===== config.mk =====
export PLATFORM = sky130hd
export DESIGN_NAME = rej_bounded_sampler
export DESIGN_NICKNAME = d
export VERILOG_FILES = /design/src/rtl/mldsa_pkg.sv /design/src/rtl/coeff_from_half_byte.sv /design/src/rtl/rej_bounded_sampler.sv
export SDC_FILE = /design/constraint.sdc
export NUM_CORES = 2
export LEC_CHECK = 0
export BUFFER_PORTS_ARGS = -buffer_cell sky130_fd_sc_hd__buf_2
export CAP_MARGIN = 20
export CORE_AREA = 2 2 455 457
export DETAILED_ROUTE_END_ITERATION = 10
export DIE_AREA = 0 0 457 459
export GPL_TIMING_DRIVEN = 0
export PLACE_DENSITY = 0.45
export SLEW_MARGIN = 20
export SYNTH_ARGS = -nofsm -noshare
export SYNTH_HDL_FRONTEND = slang
export SYNTH_SLANG_ARGS = --single-unit
export TNS_END_PERCENT = 10

===== constraint.sdc =====
create_clock -name clk -period 4.3 [get_ports clk]
set_input_delay 0 -clock clk [delete_from_list [all_inputs] [get_ports clk]]
set_output_delay 0 -clock clk [all_outputs]
set_load 0.1 [all_outputs]

===== src/rtl/mldsa_pkg.sv =====
// Shared ML-DSA constants and enums for the bounded-coefficient sampler slice.
package mldsa_pkg;
  localparam int RATE_BYTES = 136;
  localparam int Q          = 8380417;
  localparam int COEF_W     = 23;
  localparam int N_COEF     = 256;
  localparam int POLY_W     = 4;

  typedef enum logic {ETA2 = 1'b0, ETA4 = 1'b1} eta_e;

  typedef enum logic [2:0] {
    S_IDLE,
    S_LOAD,
    S_SAMPLE,
    S_PDONE,
    S_DONE
  } state_e;
endpackage


===== src/rtl/coeff_from_half_byte.sv =====
// Maps one squeeze nibble to an accept flag and a coefficient in [-eta, eta] stored mod Q.
module coeff_from_half_byte
  import mldsa_pkg::*;
(
  input  logic [3:0]        i_nibble,
  input  eta_e              i_eta_sel,
  output logic              o_accept,
  output logic [COEF_W-1:0] o_value
);
  logic [3:0] w_m;
  logic [3:0] w_mag;
  logic       w_neg;

  always_comb begin
    w_m      = i_nibble;
    w_mag    = '0;
    w_neg    = 1'b0;
    o_accept = 1'b0;
    if (i_eta_sel == ETA2) begin
      o_accept = i_nibble < 4'd15;
      // Nibble is below 15 when accepted, so two subtractions give z mod 5.
      if (i_nibble >= 4'd10)     w_m = i_nibble - 4'd10;
      else if (i_nibble >= 4'd5) w_m = i_nibble - 4'd5;
      w_neg = w_m > 4'd2;
      w_mag = w_neg ? (w_m - 4'd2) : (4'd2 - w_m);
    end else begin
      o_accept = i_nibble < 4'd9;
      w_neg    = i_nibble > 4'd4;
      w_mag    = w_neg ? (i_nibble - 4'd4) : (4'd4 - i_nibble);
    end
    o_value = w_neg ? (COEF_W'(Q) - COEF_W'(w_mag)) : COEF_W'(w_mag);
  end
endmodule


===== src/rtl/rej_bounded_sampler.sv =====
// Rejection-samples SHAKE256 blocks into ML-DSA s1/s2 coefficients (eta 2 or 4), up to
// two per byte; registered output stalls the byte walk while the beat is not accepted.
module rej_bounded_sampler
  import mldsa_pkg::*;
(
  input  logic                    clk,
  input  logic                    reset,
  input  logic                    start,
  input  logic                    eta_sel,
  input  logic [POLY_W-1:0]       num_polys,
  input  logic                    blk_valid,
  output logic                    blk_ready,
  input  logic [RATE_BYTES*8-1:0] blk_data,
  output logic                    coef_valid,
  input  logic                    coef_ready,
  output logic [1:0]              coef_lane_en,
  output logic [COEF_W-1:0]       coef0,
  output logic [COEF_W-1:0]       coef1,
  output logic [7:0]              coef_idx,
  output logic [POLY_W-1:0]       poly_idx,
  output logic                    poly_done,
  output logic                    busy,
  output logic                    done
);
  localparam logic [7:0] LAST_BYTE = 8'(RATE_BYTES - 1);
  localparam logic [8:0] J_FULL    = 9'(N_COEF);

  state_e                  r_state, w_next;
  logic [RATE_BYTES*8-1:0] r_blk;
  logic [7:0]              r_ptr;
  logic [8:0]              r_j;
  eta_e                    r_eta;
  logic [POLY_W-1:0]       r_npolys, r_poly_idx;
  logic                    r_coef_vld;
  logic [1:0]              r_lane_en;
  logic [COEF_W-1:0]       r_coef0, r_coef1;
  logic [7:0]              r_coef_idx;

  logic                    w_adv, w_step, w_acc0, w_acc1, w_both;
  logic [COEF_W-1:0]       w_val0, w_val1;
  logic [1:0]              w_n;
  logic [8:0]              w_j_next;

  coeff_from_half_byte u_lo (.i_nibble(r_blk[3:0]), .i_eta_sel(r_eta), .o_accept(w_acc0), .o_value(w_val0));
  coeff_from_half_byte u_hi (.i_nibble(r_blk[7:4]), .i_eta_sel(r_eta), .o_accept(w_acc1), .o_value(w_val1));

  assign w_adv  = !r_coef_vld || coef_ready;
  assign w_step = (r_state == S_SAMPLE) && w_adv;
  // At j==255 only one slot is left, so a second accepted nibble is dropped.
  assign w_both   = w_acc0 && w_acc1 && (r_j != 9'd255);
  assign w_n      = w_both ? 2'd2 : ((w_acc0 || w_acc1) ? 2'd1 : 2'd0);
  assign w_j_next = r_j + 9'(w_n);

  always_ff @(posedge clk) begin
    if (reset) r_state <= S_IDLE;
    else       r_state <= w_next;
  end

  always_comb begin
    w_next    = r_state;
    blk_ready = 1'b0;
    poly_done = 1'b0;
    done      = 1'b0;
    busy      = (r_state != S_IDLE);
    case (r_state)
      S_IDLE:   if (start) w_next = S_LOAD;
      S_LOAD: begin
        blk_ready = 1'b1;
        if (blk_valid) w_next = S_SAMPLE;
      end
      S_SAMPLE: begin
        if (w_step) begin
          if (w_j_next == J_FULL)      w_next = S_PDONE;
          else if (r_ptr == LAST_BYTE) w_next = S_LOAD;
        end
      end
      S_PDONE: begin
        // Hold here until the polynomial's final beat has left the output register.
        if (!r_coef_vld) begin
          poly_done = 1'b1;
          w_next    = ((r_poly_idx + POLY_W'(1)) < r_npolys) ? S_LOAD : S_DONE;
        end
      end
      S_DONE: begin
        done   = 1'b1;
        w_next = S_IDLE;
      end
      default:  w_next = S_IDLE;
    endcase
  end

  always_ff @(posedge clk) begin
    if (reset) begin
      r_blk      <= '0;
      r_ptr      <= '0;
      r_j        <= '0;
      r_eta      <= ETA2;
      r_npolys   <= '0;
      r_poly_idx <= '0;
      r_coef_vld <= 1'b0;
      r_lane_en  <= '0;
      r_coef0    <= '0;
      r_coef1    <= '0;
      r_coef_idx <= '0;
    end else begin
      if (r_state == S_IDLE && start) begin
        r_eta      <= eta_e'(eta_sel);
        r_npolys   <= (num_polys == '0) ? POLY_W'(1) : num_polys;
        r_poly_idx <= '0;
        r_j        <= '0;
      end
      if (r_state == S_LOAD && blk_valid) begin
        r_blk <= blk_data;
        r_ptr <= '0;
      end
      if (w_step) begin
        r_blk <= r_blk >> 8;
        r_ptr <= r_ptr + 8'd1;
        r_j   <= w_j_next;
        if (w_n != 2'd0) begin
          r_coef_vld <= 1'b1;
          r_lane_en  <= w_both ? 2'b11 : 2'b01;
          r_coef0    <= w_acc0 ? w_val0 : w_val1;
          r_coef1    <= w_both ? w_val1 : '0;
          r_coef_idx <= r_j[7:0];
        end else begin
          r_coef_vld <= 1'b0;
        end
      end else if (r_coef_vld && coef_ready) begin
        r_coef_vld <= 1'b0;
      end
      if (r_state == S_PDONE && !r_coef_vld) begin
        r_j        <= '0;
        r_poly_idx <= r_poly_idx + POLY_W'(1);
      end
    end
  end

  assign coef_valid   = r_coef_vld;
  assign coef_lane_en = r_lane_en;
  assign coef0        = r_coef0;
  assign coef1        = r_coef1;
  assign coef_idx     = r_coef_idx;
  assign poly_idx     = r_poly_idx;
endmodule

; ---- Word-level counts from Yosys, hierarchy flattened
; Cells that the tools add are included.
[totals]
register_bits = 1174
inputBits = 1098
output_inout_bits = 65
wordCells = 124
[op_classes]
add_sub_neg = 17
n_lt_le_gt_ge = 13
n_eq_ne = 12
mux = 47
n_reduce_logical = 22
[ops]
columns = operator, count
row1 = 2-to-1 mux 1080 bit, 2
row2 = 2-to-1 mux 23 bit, 4
row3 = 2-to-1 mux 4 bit, 15
row4 = "subtractor 14 x 5 -> 15 bit, first input constant", 2
row5 = 2-to-1 mux 3 bit, 7
row6 = 2-to-1 mux 9 bit, 2
row7 = "< comparator 4 bit, second input constant", 4
row8 = 2-to-1 mux 8 bit, 2
row9 = "subtractor 4 x 3 -> 4 bit, second input constant", 4
row10 = 2-to-1 mux 1 bit, 12
row11 = one-hot mux 3 bit (4 select lines), 1
row12 = nonzero test 2 bit, 5
row13 = adder 9 x 2 -> 9 bit, 1
row14 = "== test 9 bit, second input constant", 1
row15 = "!= test 9 x 8 -> 1 bit, second input constant", 1
row16 = "adder 8 x 1 -> 8 bit, second input constant", 1
row17 = "== test 8 bit, second input constant", 1
row18 = "greater-or-equal comparator 4 x 3 -> 1 bit, second input constant", 2
row19 = "greater-or-equal comparator 4 bit, second input constant", 2
row20 = "greater-than comparator 4 x 2 -> 1 bit, second input constant", 2
row21 = "greater-than comparator 4 x 3 -> 1 bit, second input constant", 2
row22 = "!= test 2 bit, second input constant", 4
row23 = "subtractor 2 x 4 -> 4 bit, first input constant", 2
row24 = "subtractor 3 x 4 -> 4 bit, first input constant", 2
row25 = other kinds (18), 30

; ---- Logic depth before layout (Yosys ltp)
[logic_depth]
word_depth = 10
ltp_mapped = 19
ltp_nobuf = 19

; ---- Cells and area by module
; A second synthesis with hierarchy kept.
[hier_totals]
cells_unflattened = 6742
hier_area_um2 = 52083.7
[modules_own_cells]
columns = mod, instances, cells_per_inst, area_per_inst_um2, seq_area_each_um2
row1 = rej_bounded_sampler, 1, 6488, 50239.4, 23502.5
row2 = coeff_from_half_byte, 2, 127, 922.1, 0.0

; ---- Worst setup path after synthesis
; Ideal clock, no wire load.
[synth_timing]
kind = register to register
startpoint = reg r_blk[6]
endpoint = reg r_coef0[3] (netlist: coef0[3])
setup_ps = 139
arrival_ps = 3659
t_required_ps = 4161
slack_ps = 503
path_stages_with_launch = 20
path_buffers = 0
period_less_slack_ps = 3797
path_cell_list = dfxtp_1 inv_1 ha_1 a211o_1 a311o_1 o21ai_0 inv_1 ha_1 inv_1 o211ai_2 and3_4 o311ai_1 ha_1 ha_1 inv_1 nor2_1 a211o_1 o31a_1 o21ai_0 a211oi_1
[synth_via]
elab_chain_cells = 10
word_cells_on_any_way = 30
classes_between = add/sub (7) / order compare (6) / mux (12) / reduce/logical (5)
[synth_rtl]
columns = item, line
row1 = start: declaration, rej_bounded_sampler.sv:29  ; logic [RATE_BYTES*8-1:0] r_blk;
row2 = start signal: assignment, rej_bounded_sampler.sv:113  ; r_blk <= blk_data;
row3 = start signal: assignment, rej_bounded_sampler.sv:117  ; r_blk <= r_blk >> 8;
row4 = subtractor 4 x 3 -> 4 bit / greater-or-equal comparator 4 x 3 -> 1 bit (equally long branches), coeff_from_half_byte.sv:23  ; else if (i_nibble >= 4'd5) w_m = i_nibble - 4'd5;
row5 = 2-to-1 mux 4 bit, coeff_from_half_byte.sv:23
row6 = 2-to-1 mux 4 bit, coeff_from_half_byte.sv:22  ; if (i_nibble >= 4'd10) w_m = i_nibble - 4'd10;
row7 = 2-to-1 mux 4 bit, coeff_from_half_byte.sv:19  ; if (i_eta_sel == ETA2) begin
row8 = "subtractor 2 x 4 -> 4 bit, or another cell as far along", coeff_from_half_byte.sv:25  ; w_mag = w_neg ? (w_m - 4'd2) : (4'd2 - w_m);
row9 = 2-to-1 mux 4 bit, coeff_from_half_byte.sv:25
row10 = 2-to-1 mux 4 bit, coeff_from_half_byte.sv:19
row11 = subtractor 14 x 5 -> 15 bit, coeff_from_half_byte.sv:31  ; o_value = w_neg ? (COEF_W'(Q) - COEF_W'(w_mag)) : COEF_W'(w_mag);
row12 = 2-to-1 mux 23 bit, coeff_from_half_byte.sv:31
row13 = 2-to-1 mux 23 bit, rej_bounded_sampler.sv:123  ; r_coef0 <= w_acc0 ? w_val0 : w_val1;
row14 = end signal: assignment, rej_bounded_sampler.sv:123
row15 = end: declaration, rej_bounded_sampler.sv:36  ; logic [COEF_W-1:0] r_coef0, r_coef1;
; Parallel ways exist; a longest one is shown, timed or not. The select of a mux whose other input is x is not followed.
; A chain may end at the register's enable or synchronous reset.

; ---- Final worst setup path
[layout_timing]
startpoint = reg r_blk[7]
endpoint = reg r_coef0[3] (netlist: coef0[3])
; Same word-level chain as after synthesis.

==> out/results.tsv <==
stage	metric	value	unit
placed_design	port bufs	1161	
hold_path	worst hold start	blk_data[829]	
yosys	cells after synthesis	6583	
cts	CTS tree	built	
cts	CTS Buffer Depth	3	
run	max cap viols	0	
floorplanning	DIE HEIGHT	459	um
yosys	sequential fraction of the synthesis area	45.7	%
drt	drt pass-1 iters	6	
cts	Setup Buffers After CTS	0	
timing	Tmin final	4.00	ns
floorplanning	Die Width	457	um
drt	Final ANT Viol Nets	0	
cts	number of clock sinks	1144	
critical_path	worst flop-to-flop path endpoint	coef0[3]	
floorplanning	boundary pin count	1163	
layout	most common cell after layout, fill and taps aside	nand2_1	
layout	Post-layout nets	10500	
yosys	ys async rst share	0	%
drt	routed via count	60300	
cts	Worst-path clk slew	0.06	ns
critical_path	Worst Setup End Kind	flop	
yosys	Post-synth EDFFs	0	
layout	area grow syn2layout	57.3	%
power_and_ir_drop	static leakage	31.3	nW
drt	Vias/cell	4.93	
global_routing	GRT Residual Overflow	0	
cts	CTS Root Buffer Type	clkbuf_16	
critical_path	worst-path fanout max	10	
yosys	Yosys cell types	68	
placed_design	Detailed Place HPWL	196000	um
timing	Final Cycle Share	92.9	%
critical_path	crit path kind	reg2reg	
yosys	Mapped Nets	7721	
yosys	predominant post-synthesis flop cell	dfxtp_1	
critical_path	Critical Path AT	4.64	ns
yosys	Synth Cell Area	0.0501	mm^2
critical_path	CP startpoint kind	flop	
layout	fin cells	12200	
global_routing	first-pass GRT wire length	378000	um
drt	starting DRC count in detailed routing	4322	
timing	Finish-stage setup viols	0	
critical_path	Required @ worst endpoint	4.94	ns
global_routing	antenna violations before repair	127	
outcome	status	finished, final reports clean	
timing	final hold violation count	0	
layout	fin util	38.3	%
drt	final WL	260000	um
critical_path	FF-to-FF setup slack	0.30	ns
critical_path	crit path from	r_blk[7]	
placed_design	GPL Wtd Cong	0.931	
placed_design	Cells after DPL	10500	
cts	Worst-Skew Late Latency	0.80	ns
critical_path	critical path endpoint	coef0[3]	
critical_path	FF-to-FF Start	r_blk[7]	
drt	WL per Instance	21.3	um
critical_path	Reg2Reg Depth	19	
timing	skew final	0.0278	ns
global_routing	pin count of the biggest net entering global routing	17	
floorplanning	die area	0.210	mm^2
global_routing	vias in the first global route	60300	
yosys	Syn Area/Cell	7.61	um^2
global_routing	Global Route Usage Sum	23.5	%
floorplanning	row count	167	
hold_path	Tightest Hold Check Type	in2reg	
timing	max frequency	250	MHz
yosys	Yosys warning total	0	
cts	CTS Buf Count	141	
drt	Residual DRC	0	
power_and_ir_drop	Peak VDD IR	0.391	mV
timing	RSZ-0062 raised after global routing	false	
layout	commonest non-fill, non-tap cells in the layout	2233 x nand2_1, 1435 x dlygate4sd3_1, 1226 x buf_2	
layout	share of layout cells above drive strength 1	16.1	%
floorplanning	core area	0.206	mm^2
yosys	post-synthesis register bit count	1144	
cts	CTS H-tree lvls	4	
timing	Slew headroom	37.1	%
power_and_ir_drop	PD cells	703	mW/mm^2
timing	Worst Tran Pin Value	0.944	ns
floorplanning	Starting Density	24.4	%
timing	max-slew violation count	0	
==> per-stage QoR <==
step | total power [mW] | TNS [ns] | cell area, um^2 | setup WS, ns | hold slack, ns
global route | 59.2 | 0 | 78700 | 0.0281 | 0.0262
finish | 55.4 | 0 | 78800 | 0.305 | 0.0557
floorplan | 34.1 | 0 | 50100 | 0.503 | 0.136
detailed placement | 41.6 | -1.38 | 59300 | -0.422 | 0.259
CTS | 55.4 | 0 | 78500 | 0.00538 | 0.000107
global placement | 41.3 | -1.45 | 59300 | -0.453 | 0.260
==> worst min-delay path by stage <==
stage                        to  slack [ns]  depth (start not counted)
finish               r_blk[829]        0.06                          4
global route         r_blk[506]        0.03                          4
CTS                  r_blk[357]      0.0001                          4
detailed placement  r_blk[1086]        0.26                          3
global placement    r_npolys[2]        0.26                          3
floorplan           r_blk[1080]        0.14                          2
==> final cells by class <==
cell class,count,area [um^2]
plain buffers,658,2690
clock inverters,44,604
flip-flops and latches,1144,22900
repair buffers,2598,20200
well taps,2704,3380
multi-input cells,4752,24500
clock buffers,200,4170
inverters,28,109
fillers,21200,127000
diodes,95,238
==> where the power goes <==
group / internal [mW] / switching (mW)
clock network: 7.37 / 5.00
registers: 15.5 / 2.94
logic: 8.38 / 16.2
total: 31.3 / 24.1
==> metal layers <==
layer	vias up	part of all wire, %	global-route usage (%)	wire length, um
li1	28500	-	-	-
met1	28600	43	29.5	111000
met2	2355	46	38.2	118000
met3	673	6.7	5.19	17400
met4	44	5.0	11.2	13000
met5	-	0.11	0	282
==> timing repair <==
action                                 in CTS  in global routing
pin swaps                                   0                  1
resized for setup                          12                 17
hold buffers                             1435                  0
endpoints found under the hold margin    1106                  0
setup endpoints to repair                   7                  5
==> sequential cells by signal, summed over array words and instances, names as in the netlist, 2 cells and up <==
name          cells
coef0             8
coef1             8
coef_idx          8
coef_lane_en      2
poly_idx          4
r_blk          1088
r_j               9
r_npolys          4
r_ptr             8
r_state           3
==> cell usage after synthesis (13+ instances only) <==
cell type | instances | share of area, %
nand2_1 | 2233 | 17
dfxtp_1 | 1144 | 46
nor2_1 | 1138 | 8.5
a311oi_1 | 1081 | 19
clkbuf_1 | 527 | 4.0
buf_2 | 66 | 0.66
a21oi_1 | 53 | 0.53
ha_1 | 39 | 0.97
buf_1 | 34 | 0.25
buf_4 | 30 | 0.45
inv_1 | 27 | 0.20
o21ai_0 | 27 | 0.27
nand3_1 | 15 | 0.15
nand2b_1 | 13 | 0.16
==> critical path: stages (launching register included) <==
cell       delay [ns]
dfxtp_1          0.41
buf_6            0.19
inv_1            0.13
ha_2             0.25
a2111oi_4        0.43
o21ai_2          0.15
inv_1            0.13
ha_1             0.18
inv_1            0.06
o211ai_2         0.11
nand3_2          0.17
a2111o_1         0.45
o211a_1          0.14
ha_1             0.27
inv_1            0.08
nor2_1           0.05
a211o_1          0.27
o31a_1           0.14
o21ai_1          0.15
a211oi_1         0.08
==> cells by family after synthesis <==
kind of cell / Yosys count / share of synthesized area [%]
xor+xnor: 15 / 0.262
compound gates: 1230 / 20.8
mux: 13 / 0.292
simple gates: 3454 / 26.3
flops: 1144 / 45.7
buf+inv: 687 / 5.57
fa+ha+maj: 40 / 1.01
No activity file was read; power rests on OpenSTA's default activity.
